===== src/rtl/predecode_int_pkg.sv =====
// Shared constants for the predecode / interrupt front-end of the 6502C core:
// instruction class encodings, int_type bit positions and the forced BRK opcode.
package predecode_int_pkg;

  typedef enum logic [1:0] {
    CLASS_NORM   = 2'd0,
    CLASS_RMW    = 2'd1,
    CLASS_BRANCH = 2'd2,
    CLASS_BRK    = 2'd3
  } instr_class_e;

  localparam int RST_i = 0;
  localparam int NMI_i = 1;
  localparam int IRQ_i = 2;
  localparam int BRK_i = 3;

  localparam logic [7:0] BRK_OPCODE = 8'h00;

endpackage


===== src/rtl/predecode_int_sync.sv =====
// int_sync: phi2-qualified sampling of the NMI and IRQ pins plus NMI falling-edge
// detection. Build option INT_SYNC_EN selects a 2-flop synchroniser per pin
// (2-strobe latency); otherwise a single sample flop is used (1-strobe latency).
module int_sync (
  input  logic clk,
  input  logic rst,
  input  logic phi2_en,
  input  logic nmi_n,
  input  logic irq_n,
  output logic nmi_fall,
  output logic irq_s
);

`ifdef INT_SYNC_EN
  logic nmi_meta_q, nmi_meta_d;
  logic irq_meta_q, irq_meta_d;
  logic nmi_s_q, nmi_s_d;
  logic irq_s_q, irq_s_d;

  // Advance both synchroniser chains only on phi2 strobes.
  always_comb begin
    nmi_meta_d = nmi_meta_q;
    irq_meta_d = irq_meta_q;
    nmi_s_d    = nmi_s_q;
    irq_s_d    = irq_s_q;
    if (phi2_en) begin
      nmi_meta_d = nmi_n;
      irq_meta_d = irq_n;
      nmi_s_d    = nmi_meta_q;
      irq_s_d    = irq_meta_q;
    end
  end

  // Synchroniser flops idle high (pins inactive) out of reset.
  always_ff @(posedge clk) begin
    if (rst) begin
      nmi_meta_q <= 1'b1;
      irq_meta_q <= 1'b1;
      nmi_s_q    <= 1'b1;
      irq_s_q    <= 1'b1;
    end else begin
      nmi_meta_q <= nmi_meta_d;
      irq_meta_q <= irq_meta_d;
      nmi_s_q    <= nmi_s_d;
      irq_s_q    <= irq_s_d;
    end
  end

  // The second stage doubles as edge history: a fall is seen when it is still
  // high while the value about to enter it is low.
  assign nmi_fall = phi2_en & nmi_s_q & ~nmi_meta_q;
  assign irq_s    = irq_s_q;
`else
  logic nmi_s_q, nmi_s_d;
  logic irq_s_q, irq_s_d;

  // Sample both pins once per phi2 strobe.
  always_comb begin
    nmi_s_d = nmi_s_q;
    irq_s_d = irq_s_q;
    if (phi2_en) begin
      nmi_s_d = nmi_n;
      irq_s_d = irq_n;
    end
  end

  // Sample flops idle high (pins inactive) out of reset.
  always_ff @(posedge clk) begin
    if (rst) begin
      nmi_s_q <= 1'b1;
      irq_s_q <= 1'b1;
    end else begin
      nmi_s_q <= nmi_s_d;
      irq_s_q <= irq_s_d;
    end
  end

  // The sample flop holds the previous level, so a fall is flagged on the
  // strobe that first samples the pin low.
  assign nmi_fall = phi2_en & nmi_s_q & ~nmi_n;
  assign irq_s    = irq_s_q;
`endif

endmodule


===== src/rtl/predecode_int.sv =====
// predecode_int: instruction register and interrupt front-end. Latches the opcode
// on the SYNC cycle, forcing BRK when reset/NMI/IRQ is pending, and registers the
// instruction class and one-hot interrupt source alongside it.
// Build option: INT_SYNC_EN (2-flop pin synchronisers inside int_sync).
module predecode_int
  import predecode_int_pkg::*;
(
  input  logic       clk,
  input  logic       rst,
  input  logic       phi1_en,
  input  logic       phi2_en,
  input  logic       rdy,
  input  logic       sync,
  input  logic [7:0] data_in,
  input  logic       nmi_n,
  input  logic       irq_n,
  input  logic       i_flag,
  input  logic       int_ack,
  output logic [7:0] opcode_out,
  output logic [3:0] int_type,
  output logic       int_pending,
  output logic [1:0] instr_class
);

  logic         nmi_fall;
  logic         irq_s;
  logic         irq_req;
  logic         load;

  logic         rst_pend_q, rst_pend_d;
  logic         nmi_pend_q, nmi_pend_d;
  logic [7:0]   opcode_q, opcode_d;
  logic [3:0]   int_type_q, int_type_d;
  instr_class_e instr_class_q, instr_class_d;

  // Opcode class from the byte actually being loaded into the register.
  function automatic instr_class_e decode_class(input logic [7:0] op);
    instr_class_e cls;
    cls = CLASS_NORM;
    if (op == BRK_OPCODE)
      cls = CLASS_BRK;
    else if (op[4:0] == 5'b10000)
      cls = CLASS_BRANCH;
    else if ((op[2:0] == 3'b110) && (op[7:5] != 3'd4) && (op[7:5] != 3'd5))
      cls = CLASS_RMW;
    return cls;
  endfunction

  int_sync u_int_sync (
    .clk      (clk),
    .rst      (rst),
    .phi2_en  (phi2_en),
    .nmi_n    (nmi_n),
    .irq_n    (irq_n),
    .nmi_fall (nmi_fall),
    .irq_s    (irq_s)
  );

  assign irq_req     = ~irq_s & ~i_flag;
  assign int_pending = rst_pend_q | nmi_pend_q | irq_req;
  assign load        = phi1_en & sync & rdy;

  // Pending-source tracking and instruction-register next state.
  always_comb begin
    rst_pend_d    = rst_pend_q & ~(int_ack & int_type_q[RST_i]);
    nmi_pend_d    = nmi_fall | (nmi_pend_q & ~(int_ack & int_type_q[NMI_i]));
    opcode_d      = opcode_q;
    int_type_d    = int_type_q;
    instr_class_d = instr_class_q;
    if (load) begin
      int_type_d = 4'b0000;
      if (int_pending) begin
        opcode_d = BRK_OPCODE;
        if (rst_pend_q)
          int_type_d[RST_i] = 1'b1;
        else if (nmi_pend_q)
          int_type_d[NMI_i] = 1'b1;
        else
          int_type_d[IRQ_i] = 1'b1;
      end else begin
        opcode_d = data_in;
        if (data_in == BRK_OPCODE)
          int_type_d[BRK_i] = 1'b1;
      end
      instr_class_d = decode_class(opcode_d);
    end
  end

  // State registers; reset restarts with a pending reset interrupt.
  always_ff @(posedge clk) begin
    if (rst) begin
      rst_pend_q    <= 1'b1;
      nmi_pend_q    <= 1'b0;
      opcode_q      <= BRK_OPCODE;
      int_type_q    <= 4'b0001;
      instr_class_q <= CLASS_BRK;
    end else begin
      rst_pend_q    <= rst_pend_d;
      nmi_pend_q    <= nmi_pend_d;
      opcode_q      <= opcode_d;
      int_type_q    <= int_type_d;
      instr_class_q <= instr_class_d;
    end
  end

  assign opcode_out  = opcode_q;
  assign int_type    = int_type_q;
  assign instr_class = instr_class_q;

endmodule


===== config.mk =====
export PLATFORM = sky130hd
export DESIGN_NAME = predecode_int
export DESIGN_NICKNAME = d
export VERILOG_FILES = /design/src/rtl/predecode_int_pkg.sv /design/src/rtl/predecode_int_sync.sv /design/src/rtl/predecode_int.sv
export SDC_FILE = /design/constraint.sdc
export NUM_CORES = 1
export LEC_CHECK = 0
export CORE_ASPECT_RATIO = 0.9
export CORE_MARGIN = 1.5
export CORE_UTILIZATION = 42
export DETAILED_ROUTE_END_ITERATION = 16
export PLACE_DENSITY = 0.86
export SYNTH_ARGS = -nofsm -noshare
export SYNTH_HDL_FRONTEND = slang
export SYNTH_SLANG_ARGS = --single-unit

===== constraint.sdc =====
create_clock -name clk -period 2.2 [get_ports clk]
set_input_delay 0.44 -clock clk [delete_from_list [all_inputs] [get_ports clk]]
set_output_delay 0.44 -clock clk [all_outputs]
set_load 0.03 [all_outputs]

==> results.txt, run 1 <==
----------------------------------------------------
[Global route]
  Wire length of the first global-routing pass ... 2.97 mm
  Maximum number of pins on one net before global-route repair ... 16
  Global Route Usage Sum ... 21.1%
  Number of global-route vias before repair ... 708
  Overflow left after global routing ... 0
  Number of antenna violations at the first check in global routing ... 0

[STA]
  Number of pins with negative max-slew slack in the final report ... 0
  Setup repair after global routing missed its margin ... false
  Slew HR ... 69.1%
  Post-route minimum period ... 1840 ps
  Final Hold Violating Endpoints ... 0
  Worst setup margin ... 362 ps
  Maximum clock frequency ... 0.544 GHz
  Transition time of the tightest slew-check pin ... 462 ps
  Period utilisation layout ... 83.5%
  Final hold slack ... 459 ps
  Largest clock skew in the final design ... 7.20 ps
  Final setup TNS ... 0 ps
  Total setup violations reported at the end of the flow ... 0

[Setup path]
  Biggest cell delay along the critical path ... 710 ps
  Cell type of the slowest stage on the worst timing path ... sky130_fd_sc_hd__clkdlybuf4s50_1
  Worst reg-to-reg setup slack ... 980 ps
  Kind of end point of the critical path ... output port
  Crit path DAT ... 1400 ps
  R2R Path End ... instr_class[1]$_SDFFE_PP1P_
  R2R cell count ... 5
  Crit Path Max Fanout ... 3
  Worst setup path class ... reg -> out
  Critical path required time ... 1760 ps
  Largest delay share family, worst path ... buffers and inverters
  Series of cell instances along the critical path ... clkdlybuf4s50_1
  Reg-to-reg startpoint ... u_int_sync.irq_s$_SDFFE_PP1P_
  Startpoint class of the critical path ... register
  Bufs and invs on worst path ... 1

[Clock tree]
  Root buffer selected by CTS ... sky130_fd_sc_hd__clkbuf_4
  Count of clock tree sinks ... 18
  Post-CTS Setup Repair Bufs ... 0
  Clock edge transition at the registers on the reported setup and hold paths ... 100 ps
  CTS tree ... done
  Quantity of gates resized following cts ... 0
  Number of buffers created by CTS ... 3
  Total number of H-tree levels ... 1
  Buffers from clock root to sink, at most ... 2
  Clk Latency, worst-skew pair ... 300 ps
  Hold buffer count at CTS ... 0

[Job]
  Maximum capacitance violations ... 0

[Final layout]
  Area added between synthesis and finish ... 55.2%
  Ratio of cells with drive above 1 in the final layout ... 10.6%
  # fillers ... 128
  Post-Layout Cell Count ... 135
  Net count of the finished layout ... 132
  Final core occ ... 73.0%
  Number of diodes ... 0
  Final instance area ... 0.00110 mm2

[Route]
  Number of DRC violations after detailed routing ... 0
  Final routed wirelength across all metal layers ... 1.85 mm
  Sum of met2 wire segment lengths after detailed routing ... 952 um
  Number of routed nets with antenna violations ... 0
  Iteration-0 DRC Markers ... 23
  Number of vias per cell ... 5.36
  Routed met3 length ... 100 um
  Detailed-route wire length on metal 1 ... 746 um
  Average wire per standard cell ... 13.7 um
  Number of vias in the routed layout ... 723
  Pre-antenna DRT Iters ... 4
  Top layer used by detailed routing ... met4

[Power and ir drop]
  Static power due to leakage ... 0.411 nW
  PnR Total Power ... 0.639 mW
  Worst vdd rail ir drop ... 0.672 mV
  Power density normalized to cell area ... 579 mW/mm2

[Place]
  Cell total after placement ... 131
  Instance area at placement ... 0.00107 mm2
  Detail Placement HPWL ... 1.40 mm
  Buffers added on ports ... 32
  Weighted congestion reported at the end of routability-driven placement ... 0.850
  Post-placement setup slack ... 287 ps

[Worst hold path]
  Classification of the worst-slack hold path ... reg -> reg
  Hold wc startpoint ... int_type[2]$_SDFFE_PP0P_
  WHS Path Cells ... 2
  Hold Crit Endpoint ... int_type[2]$_SDFFE_PP0P_

[Yosys]
  Post-synthesis sequential area ratio ... 50.6%
  Combined area of all synthesized cells ... 712 um2
  Synthesized instance count ... 77
  Syn nets ... 95
  Synth Warn # ... 0
  Cell variety after synth ... 25
  Register bit count reported by yosys ... 18
  Mean instance size in the synthesized netlist ... 9.25 um2

[Status]
  Run status ... completed

[Floorplanning]
  Initial core utilization ... 47.1%
  Number of standard-cell rows in the floorplan ... 13
  Height of the chip ... 42.1 um
  Core outline area ... 0.00151 mm2
  Die Outline Area ... 0.00195 mm2
  Horiz. Die Dim ... 46.4 um
  Count of boundary I/O pins ... 33

----------------------------------------------------
[sequential cells by signal (all words and copies together), names as in the netlist]
register and count:
opcode_out 8, nmi_pend_q 1, int_type 4, instr_class 2
u_int_sync.nmi_s_q 1, rst_pend_q 1, u_int_sync.irq_s 1
[cells in the mapped netlist]
cell                       count  area share (%)
sky130_fd_sc_hd__a21oi_1       3             2.1
sky130_fd_sc_hd__or3_1         1            0.88
sky130_fd_sc_hd__o21bai_1      2             2.1
sky130_fd_sc_hd__nor2b_1       3             2.6
sky130_fd_sc_hd__nor3_1        1            0.70
sky130_fd_sc_hd__nand2_1       7             3.7
sky130_fd_sc_hd__a21o_1        1             1.1
sky130_fd_sc_hd__or4_4         1             1.6
sky130_fd_sc_hd__a22oi_1      10              11
sky130_fd_sc_hd__dfxtp_1      18              51
sky130_fd_sc_hd__nand2b_1      1            0.88
sky130_fd_sc_hd__clkbuf_1      2             1.1
sky130_fd_sc_hd__and3_1        1            0.88
sky130_fd_sc_hd__nand3_2       1             1.4
sky130_fd_sc_hd__buf_1         1            0.53
sky130_fd_sc_hd__a211o_1       1             1.2
sky130_fd_sc_hd__inv_1         1            0.53
sky130_fd_sc_hd__o21ai_1       1            0.70
sky130_fd_sc_hd__o32a_1        1             1.4
sky130_fd_sc_hd__nor4_4        1             3.0
sky130_fd_sc_hd__nor4_1        1            0.88
sky130_fd_sc_hd__nand3_1       1            0.70
sky130_fd_sc_hd__nor3_2        1             1.4
sky130_fd_sc_hd__nor2_1       14             7.4
sky130_fd_sc_hd__nand3b_1      2             2.1
[worst max path at each step]
stage | end | slack, ps | cells after the start | start
detailed placement | instr_class[0]$_SDFFE_PP1P_ | 290 | 5 | data_in[1]
CTS | int_type[0] | 370 | 1 | int_type[0]$_SDFFE_PP1P_
global route | int_type[0] | 330 | 1 | int_type[0]$_SDFFE_PP1P_
floorplan | instr_class[0]$_SDFFE_PP1P_ | 780 | 4 | data_in[1]
global placement | instr_class[0]$_SDFFE_PP1P_ | 320 | 5 | data_in[1]
finish | int_type[0] | 360 | 1 | int_type[0]$_SDFFE_PP1P_
[cells by family (layout without fill, tap and decap cells)]
family	after synthesis	after routing	synth area share (%)
AO/OA/AOI/OAI	19	19	19.2
buffers and inverters	4	40	2.11
flip-flops	18	18	50.6
AND/OR/NAND/NOR	36	36	28.1
[power by group]
group / total [mW] / leakage (nW) / internal (mW) / switching (mW)
Combinational: 0.0954 / 0.243 / 0.0512 / 0.0441
Clock: 0.200 / 0.0210 / 0.101 / 0.0992
Sequential: 0.344 / 0.146 / 0.335 / 0.00918
[cell type report]
class / instances / area, um2 / area share, %
tap: 22 / 27.5 / 2.49
inverter: 1 / 3.75 / 0.340
clock buffer: 4 / 36.3 / 3.28
timing repair buffer: 35 / 340 / 30.8
sequential: 18 / 360 / 32.6
multi-input combinational: 55 / 337 / 30.5
[metal layers]
layer,up-vias,global-route usage (%)
met2,21,37.5
met3,6,7.76
met5,-,0
met1,347,22.1
li1,349,-
met4,0,6.29
[cell usage in the layout, fill, tap and decap left out, types with 2 or more instances in the layout]
cell | Yosys | routed
sky130_fd_sc_hd__clkdlybuf4s50_1 | 0 | 31
sky130_fd_sc_hd__dfxtp_1 | 18 | 18
sky130_fd_sc_hd__nor2_1 | 14 | 14
sky130_fd_sc_hd__a22oi_1 | 10 | 10
sky130_fd_sc_hd__nand2_1 | 7 | 7
sky130_fd_sc_hd__buf_4 | 0 | 4
sky130_fd_sc_hd__a21oi_1 | 3 | 3
sky130_fd_sc_hd__nor2b_1 | 3 | 3
sky130_fd_sc_hd__clkbuf_4 | 0 | 3
sky130_fd_sc_hd__nand3b_1 | 2 | 2
sky130_fd_sc_hd__o21bai_1 | 2 | 2
Power figures use the tool's default switching activity.
==> run 2, diff against run 1 <==
- CORE_UTILIZATION: 42 -> 39
- PLACE_DENSITY: 0.86 -> 0.81
- clock period: 2.2 -> 1.7 ns (I/O delays scaled with it)
==> results.txt, run 2 (synthesis gave the netlist of run 1 again) <==
----------------------------------------------------
[Status]
  Run status ... completed

[Route]
  Final routed wirelength across all metal layers ... 1.83 mm (-1.1%)
  Pre-antenna DRT Iters ... 4 (unchanged)
  Number of vias per cell ... 5.05 (-5.7%)
  Number of vias in the routed layout ... 712 (-1.5%)
  Number of routed nets with antenna violations ... 0 (unchanged)
  Average wire per standard cell ... 12.9 um (-5.3%)
  Iteration-0 DRC Markers ... 9 (-61%)
  Number of DRC violations after detailed routing ... 0 (unchanged)

[Power and ir drop]
  Worst vdd rail ir drop ... 0.506 mV (-25%)
  Power density normalized to cell area ... 727 mW/mm2 (+26%)
  PnR Total Power ... 0.832 mW (+30%)
  Static power due to leakage ... 0.469 nW (+14%)

[Setup path]
  Largest delay share family, worst path ... buffers and inverters
  Bufs and invs on worst path ... 1 (unchanged)
  Cell type of the slowest stage on the worst timing path ... sky130_fd_sc_hd__clkdlybuf4s50_1
  Worst setup path class ... reg -> out
  Series of cell instances along the critical path ... clkdlybuf4s50_1
  Crit path DAT ... 1320 ps (-80 ps)
  Kind of end point of the critical path ... output port
  Biggest cell delay along the critical path ... 680 ps (-30 ps)
  Critical path required time ... 1360 ps (-400 ps)
  Crit Path Max Fanout ... 2 (-1)
  Startpoint class of the critical path ... register

[Clock tree]
  Root buffer selected by CTS ... sky130_fd_sc_hd__clkbuf_4
  CTS tree ... done
  Total number of H-tree levels ... 1 (unchanged)
  Hold buffer count at CTS ... 0 (unchanged)
  Number of buffers created by CTS ... 3 (unchanged)
  Clk Latency, worst-skew pair ... 290 ps (about the same)
  Buffers from clock root to sink, at most ... 2 (unchanged)
  Post-CTS Setup Repair Bufs ... 0 (unchanged)
  Clock edge transition at the registers on the reported setup and hold paths ... 100 ps (about the same)
  Count of clock tree sinks ... 18 (unchanged)

[Final layout]
  Area added between synthesis and finish ... 60.8%
  # fillers ... 145 (+13%)
  Final instance area ... 0.00114 mm2 (+3.6%)
  Area used by sequential logic in the layout ... 360 um2 (unchanged)
  Final core occ ... 67.4% (-5.7 points)
  Area occupied by multi-input gates ... 337 um2 (unchanged)
  Number of diodes ... 0 (unchanged)
  Most frequent cells in the layout ... sky130_fd_sc_hd__clkdlybuf4s50_1, sky130_fd_sc_hd__dfxtp_1, sky130_fd_sc_hd__nor2_1
  Ratio of cells with drive above 1 in the final layout ... 13.7% (+3.1 points)
  Net count of the finished layout ... 136 (+3.0%)
  Flip-flop count of the largest register after layout ... 8 (unchanged)
  Most common cell after layout, fill and taps aside ... sky130_fd_sc_hd__clkdlybuf4s50_1

[Global route]
  Number of antenna violations at the first check in global routing ... 0 (unchanged)
  Wire length of the first global-routing pass ... 2.90 mm (-2.1%)
  Global Route Usage Sum ... 19.5% (-1.5 points)
  Number of global-route vias before repair ... 677 (-4.4%)
  Overflow left after global routing ... 0 (unchanged)
  Maximum number of pins on one net before global-route repair ... 13 (-3)

[Floorplanning]
  Horiz. Die Dim ... 48.0 um (+3.5%)
  Count of boundary I/O pins ... 33 (unchanged)
  Die Outline Area ... 0.00209 mm2 (+7.1%)
  Height of the chip ... 43.5 um (+3.5%)
  Initial core utilization ... 41.9% (-5.2 points)
  Number of standard-cell rows in the floorplan ... 14 (+1)
  Core outline area ... 0.00170 mm2 (+12%)

[STA]
  Period utilisation layout ... 97.7%
  Total setup violations reported at the end of the flow ... 0 (unchanged)
  Maximum clock frequency ... 0.602 GHz
  Final Hold Violating Endpoints ... 0 (unchanged)
  Post-route minimum period ... 1660 ps
  Largest clock skew in the final design ... 4.72 ps (-2.48 ps)
  Number of pins with negative max-slew slack in the final report ... 0 (unchanged)
  Transition time of the tightest slew-check pin ... 396 ps (-66.7 ps)
  Slew HR ... 73.5% (+4.5 points)
  Setup repair after global routing missed its margin ... false

[Worst hold path]
  Classification of the worst-slack hold path ... reg -> reg

[Place]
  Weighted congestion reported at the end of routability-driven placement ... 0.795 (-6.5%)
  Buffers added on ports ... 32 (unchanged)
  Detail Placement HPWL ... 1.47 mm (+5.3%)
  Instance area at placement ... 0.00110 mm2 (+3.0%)

[Job]
  Maximum capacitance violations ... 0 (unchanged)

----------------------------------------------------
## run 2: changes by cell type in the layout (fill, tap and decap cells not counted), sizes merged
cell	delta
clkdlybuf4s50	-3
dlymetal6s2s	+3
buf	+4
## run 2: final timing paths
path / startpoint / to / slack (ps) / cells past startpoint
worst max-delay path: opcode_out[5]$_SDFFE_PP0P_ / opcode_out[5] / 40 / 1
worst min-delay path: int_type[2]$_SDFFE_PP0P_ / int_type[2]$_SDFFE_PP0P_ / 460 / 2
worst max register to register: nmi_pend_q$_SDFF_PP0_ / instr_class[0]$_SDFFE_PP1P_ / 490 / 4
worst min register to register: int_type[2]$_SDFFE_PP0P_ / int_type[2]$_SDFFE_PP0P_ / 460 / 2
## run 2: final cells by class
class                   count  share of cell area (%)
repair buffers             39                    33.0
clock buffers               4                    3.17
flip-flops and latches     18                    31.5
well taps                  24                    2.62
inverters                   1                   0.328
multi-input cells          55                    29.4
## run 2: layer usage
layer	wire length [um]	vias to the layer above	track usage, %
li1	-	358	-
met1	771	329	24.9
met2	969	25	32.3
met3	83	0	5.00
met4	0	0	4.86
met5	0	-	0
## run 2: what timing repair did
item                       4_1_cts  5_1_grt
gates resized for setup          0        3
setup endpoints to repair        0        3
hold endpoints to repair         0        0
## run 2: per-stage QoR
stage          worst slack (ps)  std cells  hold WS (ps)  TNS [ps]
2_1_floorplan               383         77           458         0
3_3_place_gp              -58.7        137           441     -73.2
3_5_place_dp               -110        137           453      -206
4_1_cts                    18.3        141           465         0
5_1_grt                    7.45        141           480         0
6_report                   39.9        141           462         0
## run 2: power by group
part | internal (mW) | total, mW | switching, mW | leakage, nW
clock | 0.131 | 0.259 | 0.129 | 0.0210
sequential | 0.433 | 0.444 | 0.0110 | 0.146
combinational | 0.0708 | 0.129 | 0.0580 | 0.302
==> run 3, diff against run 2 <==
- CORE_UTILIZATION: 39 -> 41
- CTS_BUF_LIST: not set -> sky130_fd_sc_hd__clkbuf_8
- PLACE_DENSITY: 0.81 -> 0.85
==> results.txt, run 3 (synthesis gave the netlist of run 1 again) <==
----------------------------------------------------
[Clock tree]
  Clk Latency, worst-skew pair ... 250 ps (-40 ps)
  Clock edge transition at the registers on the reported setup and hold paths ... 60 ps (-40 ps)
  Count of clock tree sinks ... 18 (unchanged)
  Quantity of gates resized following cts ... 0 (unchanged)
  Number of buffers created by CTS ... 3 (unchanged)
  Post-CTS Setup Repair Bufs ... 0 (unchanged)
  Total number of H-tree levels ... 1 (unchanged)
  Root buffer selected by CTS ... sky130_fd_sc_hd__clkbuf_8
  CTS tree ... done
  Buffers from clock root to sink, at most ... 2 (unchanged)
  Hold buffer count at CTS ... 0 (unchanged)

[Setup path]
  Crit Path Max Fanout ... 3 (+1)
  Startpoint class of the critical path ... register
  Worst setup path class ... reg -> out
  Critical path required time ... 1360 ps (about the same)
  Largest delay share family, worst path ... buffers and inverters
  Kind of end point of the critical path ... output port
  Crit path DAT ... 1280 ps (-40 ps)
  Cell type of the slowest stage on the worst timing path ... sky130_fd_sc_hd__clkdlybuf4s50_1
  Series of cell instances along the critical path ... clkdlybuf4s50_1
  Biggest cell delay along the critical path ... 670 ps (about the same)
  Bufs and invs on worst path ... 1 (unchanged)

[Route]
  Number of routed nets with antenna violations ... 0 (unchanged)
  Top layer used by detailed routing ... met4
  Iteration-0 DRC Markers ... 14 (+5)
  Number of DRC violations after detailed routing ... 0 (unchanged)
  Routed met3 length ... 62 um (-25%)
  Number of vias in the routed layout ... 722 (+1.4%)
  Final routed wirelength across all metal layers ... 1.81 mm (-0.77%)
  Sum of met2 wire segment lengths after detailed routing ... 905 um (-6.6%)
  Number of vias per cell ... 5.12 (+1.4%)
  Pre-antenna DRT Iters ... 4 (unchanged)
  Detailed-route wire length on metal 1 ... 825 um (+7.0%)
  Average wire per standard cell ... 12.8 um (-0.77%)

[Floorplanning]
  Horiz. Die Dim ... 46.9 um (-2.3%)
  Height of the chip ... 42.5 um (-2.3%)
  Count of boundary I/O pins ... 33 (unchanged)
  Die Outline Area ... 0.00200 mm2 (-4.6%)
  Core outline area ... 0.00165 mm2 (-3.1%)
  Initial core utilization ... 43.2% (+1.3 points)
  Number of standard-cell rows in the floorplan ... 14 (unchanged)

[Place]
  Weighted congestion reported at the end of routability-driven placement ... 0.803 (+1.0%)
  Cell total after placement ... 138 (+0.73%)
  Buffers added on ports ... 32 (unchanged)
  Detail Placement HPWL ... 1.42 mm (-3.8%)
  Post-placement setup slack ... -145 ps (-35.2 ps)

[STA]
  Maximum clock frequency ... 0.618 GHz (+2.6%)
  Worst setup margin ... 82.5 ps (+42.6 ps)
  Transition time of the tightest slew-check pin ... 374 ps (-21.8 ps)
  Largest clock skew in the final design ... 2.33 ps (-2.39 ps)
  Number of pins with negative max-slew slack in the final report ... 0 (unchanged)
  Slew HR ... 75.0% (+1.5 points)
  Period utilisation layout ... 95.1% (-2.5 points)
  Final setup TNS ... 0 ps (unchanged)
  Final Hold Violating Endpoints ... 0 (unchanged)
  Total setup violations reported at the end of the flow ... 0 (unchanged)
  Setup repair after global routing missed its margin ... false
  Post-route minimum period ... 1620 ps (-42.6 ps)

[Final layout]
  Most frequent cells in the layout ... sky130_fd_sc_hd__clkdlybuf4s50_1, sky130_fd_sc_hd__dfxtp_1, sky130_fd_sc_hd__nor2_1
  Ratio of cells with drive above 1 in the final layout ... 13.7% (unchanged)
  Post-Layout Cell Count ... 141 (unchanged)
  Final core occ ... 69.8% (+2.5 points)
  Area added between synthesis and finish ... 61.5%
  Net count of the finished layout ... 137 (+0.74%)
  Number of diodes ... 0 (unchanged)
  Flip-flop count of the largest register after layout ... 8 (unchanged)
  Most common cell after layout, fill and taps aside ... sky130_fd_sc_hd__clkdlybuf4s50_1

[Power and ir drop]
  Static power due to leakage ... 0.434 nW (-7.4%)
  Combinational share of power ... 15.2% (-0.3 points)
  Total internal power ... 0.663 mW (+4.6%)
  PnR Total Power ... 0.863 mW (+3.7%)
  Reported net switching power ... 0.200 mW (+1.0%)
  Power density normalized to cell area ... 751 mW/mm2 (+3.3%)
  Switching Share ... 23.1% (-0.62 points)
  Clock power frac ... 33.3% (+2.1 points)
  Part of the total power dissipated in sequential elements ... 51.5% (-1.9 points)
  Worst vdd rail ir drop ... 0.569 mV (+12%)

[Worst hold path]
  Classification of the worst-slack hold path ... reg -> reg

[Global route]
  Number of antenna violations at the first check in global routing ... 0 (unchanged)
  Number of global-route vias before repair ... 717 (+5.9%)
  Overflow left after global routing ... 0 (unchanged)
  Wire length of the first global-routing pass ... 2.97 mm (+2.4%)
  Global Route Usage Sum ... 20.1% (+0.63 points)
  Maximum number of pins on one net before global-route repair ... 12 (-1)

[Job]
  Maximum capacitance violations ... 0 (unchanged)

[Status]
  Run status ... completed

----------------------------------------------------
## run 3: cell types whose count changed in the layout (fill, tap and decap cells not counted), sizes merged
cell / delta
dlymetal6s2s: -3
buf: +1
clkdlybuf4s50: +3
clkbuf: -1
## run 3: final timing paths
| path | startpoint | end | slack, ps | cells after the start |
|---|---|---|---|---|
| worst max register to register | u_int_sync.irq_s$_SDFFE_PP1P_ | opcode_out[6]$_SDFFE_PP0P_ | 540 | 5 |
| worst min register to register | int_type[2]$_SDFFE_PP0P_ | int_type[2]$_SDFFE_PP0P_ | 470 | 2 |
| worst min-delay path | int_type[2]$_SDFFE_PP0P_ | int_type[2]$_SDFFE_PP0P_ | 470 | 2 |
| worst max-delay path | int_type[1]$_SDFFE_PP0P_ | int_type[1] | 80 | 1 |
## run 3: layer usage
layer	vias up	track usage [%]
met4	0	6.67
met1	345	27.2
met2	19	33.2
li1	354	-
met3	4	1.29
met5	-	0
## run 3: layout make-up
class                           count  area [um2]
Clock buffer                        3        41.3
Sequential cell                    18         360
Timing Repair Buffer               40         378
Fill cell                         142         497
Multi-Input combinational cell     55         337
Tap cell                           24        30.0
Inverter                            1        3.75
## run 3: power by group through the flow
stage / sequential [mW] / clock (mW) / combinational (mW)
global route: 0.446 / 0.308 / 0.141
finish: 0.445 / 0.288 / 0.131
detailed placement: 0.454 / 0 / 0.130
global placement: 0.453 / 0 / 0.127
floorplan: 0.462 / 0 / 0.0427
CTS: 0.445 / 0.295 / 0.131
## run 3: per-stage QoR
step / hold slack [ps] / instance area, um2
after global placement: 442 / 1110
after floorplan: 458 / 712
after CTS: 469 / 1150
after detailed placement: 459 / 1110
final: 469 / 1150
after global routing: 483 / 1150
